## src/rtl/rx_buffer_reader.sv

```systemverilog
// rx_buffer_reader: drains length-prefixed packets from a word buffer into a stream; define RX_READER_LEN_CHECK_EN to flush bad-length headers
module rx_buffer_reader #(
  parameter int AW = 9,
  parameter int MAX_BYTES = 1518
) (
  input  logic          clk,
  input  logic          reset,
  input  logic [AW:0]   commited_wr_address,
  output logic [AW-1:0] rd_addr,
  output logic          rd_en,
  input  logic [63:0]   rd_data,
  output logic [AW:0]   rd_addr_extended,
  output logic          rd_addr_change,
  output logic [63:0]   out_data,
  output logic [7:0]    out_be,
  output logic          out_sop,
  output logic          out_eop,
  output logic          out_valid,
  input  logic          out_ready,
  output logic [31:0]   pkt_count,
  output logic [31:0]   len_err_count
);
`ifdef RX_READER_LEN_CHECK_EN
  localparam bit LEN_CHK = 1'b1;
`else
  localparam bit LEN_CHK = 1'b0;
`endif
  typedef enum logic [1:0] {IDLE, HDR, STREAM, DONE} state_t;
  state_t state, state_nxt;
  logic [AW:0] ptr, rd_word;
  logic [31:0] n_hdr;
  logic [32:0] n_sum;
  logic [29:0] w_hdr, w, widx;
  logic [2:0] n_lo;
  logic [1:0] occ;
  logic bad, pop, issue, i_sop, i_eop;
  logic [7:0] i_be, inf_be, sk_be;
  logic inf_v, inf_sop, inf_eop, sk_v, sk_sop, sk_eop;
  logic [63:0] sk_data;
  assign rd_addr_extended = ptr;
  // header decode, holding-buffer occupancy and read-issue qualification
  always_comb begin
    n_hdr = rd_data[63:32];
    n_sum = {1'b0, n_hdr} + 33'd7;
    w_hdr = n_sum[32:3];
    bad = LEN_CHK && (n_hdr == 32'd0 || n_hdr > 32'(MAX_BYTES));
    pop = out_valid && out_ready;
    occ = {1'b0, out_valid} + {1'b0, sk_v} + {1'b0, inf_v};
    issue = state == STREAM && widx != w && occ < 2'd2 + {1'b0, pop};
    i_sop = widx == 30'd0;
    i_eop = widx == w - 30'd1;
    i_be = (i_eop && n_lo != 3'd0) ? 8'hFF >> (3'd0 - n_lo) : 8'hFF;
  end
  // state register
  always_ff @(posedge clk)
    if (reset) state <= IDLE;
    else state <= state_nxt;
  // next-state logic; unused encodings fall back to IDLE
  always_comb begin
    state_nxt = state == IDLE ? (ptr != commited_wr_address ? HDR : IDLE) :
                state == HDR ? (bad ? IDLE : (w_hdr == 30'd0 ? DONE : STREAM)) :
                state == STREAM ? ((pop && out_eop) ? DONE : STREAM) : IDLE;
  end
  // buffer read port: header read from IDLE, data reads from STREAM
  always_comb begin
    rd_word = ptr + (AW+1)'(1) + (AW+1)'(widx);
    rd_en = !reset && (state == IDLE ? ptr != commited_wr_address : issue);
    rd_addr = state == IDLE ? ptr[AW-1:0] : rd_word[AW-1:0];
  end
  // packet bookkeeping, read pipeline and 2-entry output holding buffer
  always_ff @(posedge clk)
    if (reset) begin
      ptr <= '0;
      rd_addr_change <= 1'b0;
      pkt_count <= '0;
      len_err_count <= '0;
      n_lo <= '0;
      w <= '0;
      widx <= '0;
      inf_v <= 1'b0;
      inf_sop <= 1'b0;
      inf_eop <= 1'b0;
      inf_be <= '0;
      out_valid <= 1'b0;
      out_data <= '0;
      out_be <= '0;
      out_sop <= 1'b0;
      out_eop <= 1'b0;
      sk_v <= 1'b0;
      sk_data <= '0;
      sk_be <= '0;
      sk_sop <= 1'b0;
      sk_eop <= 1'b0;
    end else begin
      rd_addr_change <= 1'b0;
      if (state == HDR) begin
        n_lo <= n_hdr[2:0];
        w <= w_hdr;
        widx <= '0;
      end
      if (state == HDR && bad) begin
        ptr <= commited_wr_address;
        rd_addr_change <= 1'b1;
        len_err_count <= len_err_count + 32'd1;
      end
      if (state == DONE) begin
        ptr <= ptr + (AW+1)'(1) + (AW+1)'(w);
        rd_addr_change <= 1'b1;
        pkt_count <= pkt_count + {31'd0, w != 30'd0};
      end
      if (issue) widx <= widx + 30'd1;
      inf_v <= issue;
      inf_sop <= i_sop;
      inf_eop <= i_eop;
      inf_be <= i_be;
      if (pop && sk_v) begin
        out_data <= sk_data;
        out_be <= sk_be;
        out_sop <= sk_sop;
        out_eop <= sk_eop;
      end else if (inf_v && (!out_valid || pop)) begin
        out_data <= rd_data;
        out_be <= inf_be;
        out_sop <= inf_sop;
        out_eop <= inf_eop;
      end
      if (inf_v && out_valid && pop == sk_v) begin
        sk_data <= rd_data;
        sk_be <= inf_be;
        sk_sop <= inf_sop;
        sk_eop <= inf_eop;
      end
      out_valid <= out_valid ? (!pop || sk_v || inf_v) : inf_v;
      sk_v <= pop ? (sk_v && inf_v) : (sk_v || (inf_v && out_valid));
    end
endmodule

```

## config.mk

```make
export PLATFORM = sky130hd
export DESIGN_NAME = rx_buffer_reader
export DESIGN_NICKNAME = d
export VERILOG_FILES = /design/src/rtl/rx_buffer_reader.sv
export SDC_FILE = /design/constraint.sdc
export NUM_CORES = 1
export LEC_CHECK = 0
export BUFFER_PORTS_ARGS = -buffer_cell sky130_fd_sc_hd__buf_4
export CAP_MARGIN = 30
export CORE_MARGIN = 4
export CORE_UTILIZATION = 30
export CTS_BUF_LIST = sky130_fd_sc_hd__clkbuf_8
export DETAILED_ROUTE_END_ITERATION = 10
export SLEW_MARGIN = 20
export SYNTH_ARGS = -nofsm -noshare
export SYNTH_HDL_FRONTEND = slang
export SYNTH_SLANG_ARGS = --single-unit
```

## constraint.sdc

```tcl
create_clock -name clk -period 3.3 [get_ports clk]
set_clock_uncertainty 0.15 [all_clocks]
set_input_delay 0.66 -clock clk [delete_from_list [all_inputs] [get_ports clk]]
set_output_delay 0.66 -clock clk [all_outputs]
set_load 0.01 [all_outputs]
```

### Word level (Yosys, flattened, before mapping)

Cells that the tools add are included.

| word-level totals | value |
|---|---|
| register bits after elaboration | 269 |
| output and inout bits | 160 |

| cells by class | value |
|---|---|
| $add $sub $neg | 11 |
| $lt $le $gt $ge | 1 |
| equal/unequal tests | 7 |
| shift operators | 1 |
| multiplexer cells | 22 |
| reduce and logical (&&, ||, !) cells | 25 |

Operators by type and width:

| cell | number |
|---|---|
| $mux 64 | 2 |
| $logic_not 30->1 | 2 |
| $mux 30 | 2 |
| $add 32x3->33 const B | 1 |
| $add 32x1->32 | 1 |
| $add 30x1->30 const B | 1 |
| $eq 30x30->1 | 1 |
| $ne 30x30->1 | 1 |
| $reduce_bool 30->1 | 1 |
| $sub 30x1->30 const B | 1 |
| $mux 8 | 3 |
| $logic_and 1x1->1 | 11 |
| $mux 1 | 11 |
| $add 10x1->10 const B | 1 |
| $add 10x10->10 | 1 |
| $ne 10x10->1 | 1 |
| $add 9x9->9 | 1 |
| $mux 9 | 1 |
| $shr 8x3->8 const A | 1 |
| $mux 2 | 3 |
| $eq 2x2->1 const B | 2 |
| $logic_or 1x1->1 | 4 |
| $reduce_bool 2->1 | 2 |
| $logic_not 1->1 | 3 |
| 9 further kinds | 9 |

### Longest topological paths before layout

| logic depth | value |
|---|---|
| depth after elaboration | 6 |
| depth in mapped cells | 15 |
| mapped depth without buffers | 13 |

### Least setup slack after synthesis

No wires, ideal clock.

| timing path | value |
|---|---|
| kind | register -> output |
| from | register ptr[0] (netlist: rd_addr_extended[0]) |
| to | output rd_addr[8] |
| arrival time | 2.513 ns |
| data required time | 2.490 ns |
| setup slack | -0.023 ns |
| cell stages (with the launch flop) | 10 |
| buffers on the path | 0 |
| cells stage by stage | dfxtp_1 -> ha_1 -> fa_1 -> a21o_1 -> a21oi_1 -> nor2b_1 -> o21a_1 -> o41a_1 -> mux2i_1 -> xnor2_1 |

| on the way | value |
|---|---|
| cells in the longest elaborated chain, start to end | 3 |

RTL lines:

| item | line | text |
|---|---|---|
| start, declared | 30 | `logic [AW:0] ptr, rd_word;` |
| start signal, assigned | 102 | `ptr <= commited_wr_address;` |
| start signal, assigned | 107 | `ptr <= ptr + (AW+1)'(1) + (AW+1)'(w);` |
| $add 10x1->10 | n/a |  |
| $add 9x9->9 | 66 | `rd_word = ptr + (AW+1)'(1) + (AW+1)'(widx);` |
| $mux 9 | 68 | `rd_addr = state == IDLE ? ptr[AW-1:0] : rd_word[AW-1:0];` |
| end, declared | 9 | `output logic [AW-1:0] rd_addr,` |

No other way between the ends.

### Worst setup path in the final report

Ends and elaborated chain as after synthesis.

==> metrics.txt <==
IR Drop Worst-Case VDD 0.344 mV; Setup crit end kind output pin; unrepaired setup endpoints after global routing yes; wire length of the first global-routing pass 66.3 mm; total wire length after detailed routing 42.2 mm; Die W 226 um; net count reported at finish 2060; met2 usage in global routing 24.6%; clock sink total 269; portion of the clock cycle consumed by the worst path in the final layout 115%; max frequency 264 MHz; ANT nets after route 0; final HPWL from detailed placement 30.2 mm; hold_ws 0.151 ns; kind of cell adding the most delay to the critical path compound AO/OA/AOI/OAI gates; post-synth top area cell dfxtp_1; routability congestion estimate 0.903; fraction of synthesized cell area taken by the top area cell type 37.9%; count of yosys warnings during synthesis 0; cell with the largest stage delay on the worst path dfxtp_4; Worst slew margin 31.7%; cell count after synthesis 1714; number of enable-type register cells in the synthesized netlist 0; Critical Path Fanout Max 4; initial core utilization 30.4%; iteration-0 DRC count of the detailed router 857; Routed wire per std cell 16.3 um; standby leakage power 6.76 nW; gr ovfl total 0; max-slew violation count 0; vias per inst 4.99; Hold/Removal Path Class input pin to register; global-route met1 utilization 22.2%; post-synthesis to final-layout area growth 26.0%; pin count of the biggest net entering global routing 205; met3 routing resource usage after global routing 3.98%; transition at the pin with the smallest max-transition slack 1.02 ns; ys async rst share 0%; Worst Path Required 2.49 ns; cells traversed along the worst timing path ha_4 -> xor2_2 -> ha_1 -> a21o_1 -> a21oi_2 -> nor2b_1 -> o21a_1 -> o41a_1 -> mux2i_1 -> xnor2_1 -> buf_4; Clock Pin Slew Worst Setup and Hold Paths 0.06 ns; worst stage delay on the critical path 0.36 ns; clock tree from TritonCTS done; maximum number of buffers from clock root to sink 3; prevailing post-synth register cell dfxtp_1; top cells by count, synth dfxtp_1, nand2_1, nor2_1, a21oi_1, a211oi_1; pre-CTS setup slack -0.0416 ns; gr usage total 15.9%; num rows 79; violated checks setup timing; clk_lat worst skew 0.62 ns; number of antenna violations at the first check in global routing 1; number of buffers and inverters on the critical path 1; Placeable Area 46700 um^2; final setup violating endpoints 4; startpoint type of the worst setup path register; run status finished, violations left; class of the most critical setup path register to output pin; die outline height 226 um; critical path data arrival time 2.98 ns; Worst Slack Setup Final -0.491 ns; post-synth cell types 74; top-count cell post-synth dfxtp_1; sequential element share of the synthesized area 37.9%; fraction of the core area covered by cells at the end of the flow 38.3%; I/O pin total 237; cell area after synthesis 14200 um^2; count of buffers from port buffering 204; pwr dens 431 nW/um^2; H-Tree Depth 2; number of optimization iterations in the first detailed-route pass 5; count of final hold-check violations 0; Inserted Clock Buffers 48; number of vias in the routed layout 12900; time the final worst path needs with I/O delays and setup 3.79 ns; clock tree root driver cell clkbuf_8; cell types occupying the most area after synthesis dfxtp_1, mux2i_1, nand2_1; count of unresolved DRC violations after routing 0; hold buffers post-CTS 0; busiest layer in global routing met2; Seq cells post-synth 269; area enclosed by the die boundary 50900 um^2; number of global-route vias before repair 12200; syn avg cell area 8.29 um^2; share of post-route cells with drive strength above 1 22.4%; Max Cap Violations 0
-- power breakdown --
part / switching [mW] / internal (mW)
clock network: 1.42 / 1.75
logic: 0.684 / 0.479
registers: 0.0519 / 3.33
total: 2.15 / 5.56
-- final timing paths --
| check | startpoint | end | slack, ns | depth (start not counted) |
|---|---|---|---|---|
| worst max-delay path | rd_addr_extended[0] | rd_addr[8] | -0.49 | 11 |
| worst min-delay path | rd_data[26] | sk_data[26] | 0.15 | 3 |
| worst max register to register | w[17] | pkt_count[22] | 0.17 | 13 |
| worst min register to register | inf_be[4] | sk_be[4] | 0.29 | 2 |
-- registers in the layout, indices dropped and copies added (netlist names), 2 cells and up --
signal	count
state	2
n_lo	3
widx	30
w	30
sk_data	64
out_be	8
pkt_count	32
inf_be	8
rd_addr_extended	10
sk_be	8
out_data	64
-- area by class of cell --
cell class | instances | area (um^2)
multi-input combinational | 1294 | 8310
sequential | 269 | 5400
fill | 4771 | 28800
antenna | 1 | 2.50
clock inverter | 22 | 126
tap | 607 | 759
clock buffer | 62 | 853
timing repair buffer | 301 | 2330
inverter | 30 | 113
-- what timing repair did --
action,in CTS,in global routing
endpoints found under the setup margin,11,18
gates cloned,0,0
setup buffers,3,10
pin swaps,9,14
gates resized for setup,20,27
-- metrics by stage --
| step | setup TNS [ns] | instances | area (um^2) | power [mW] |
|---|---|---|---|---|
| after global routing | -2.21 | 2586 | 17900 | 8.09 |
| final | -1.55 | 2586 | 17900 | 7.71 |
| after detailed placement | -0.0437 | 2489 | 16600 | 4.58 |
| after global placement | -0.0230 | 2489 | 16600 | 4.56 |
| after floorplan | 0 | 1745 | 14300 | 4.15 |
| after CTS | -1.25 | 2576 | 17700 | 7.82 |
-- worst reg2reg max path, cell delays in order, from the launching register on --
cell	delay (ns)
dfxtp_1	0.31
or4_4	0.54
nor4_2	0.25
buf_4	0.17
nand2_1	0.15
ha_2	0.23
ha_1	0.19
and4_1	0.23
and3_1	0.21
nand3_2	0.14
nor2_1	0.11
nand3_1	0.11
xor2_1	0.15
nor2_1	0.05
-- cell families after synthesis --
family | share of synthesized area, %
simple gates | 22.2
mux | 6.81
other cells | 0.0264
compound gates | 14.9
flops | 37.9
xor+xnor | 8.70
fa+ha+maj | 3.59
buf+inv | 5.82
-- layer usage --
layer / share of wire, % / routed length, um
met5: 0 / 0
met2: 45 / 18800
met4: 2.5 / 1040
met3: 6.6 / 2780
met1: 46 / 19600
-- cells in the final DEF, fill, tap and decap left out, drive strengths merged, types with 8 or more instances in the layout --
master,count
buf,300
dfxtp,269
nand2,218
nor2,205
a21oi,125
a211oi,107
mux2i,91
xor2,87
clkbuf,63
xnor2,54
nand3,44
inv,42
nor3,39
ha,36
o21ai,35
conb,32
nand4,30
nor4,28
and3,20
or3,18
and2,9
nand2b,8
No activity file was read; power rests on OpenSTA's default activity.
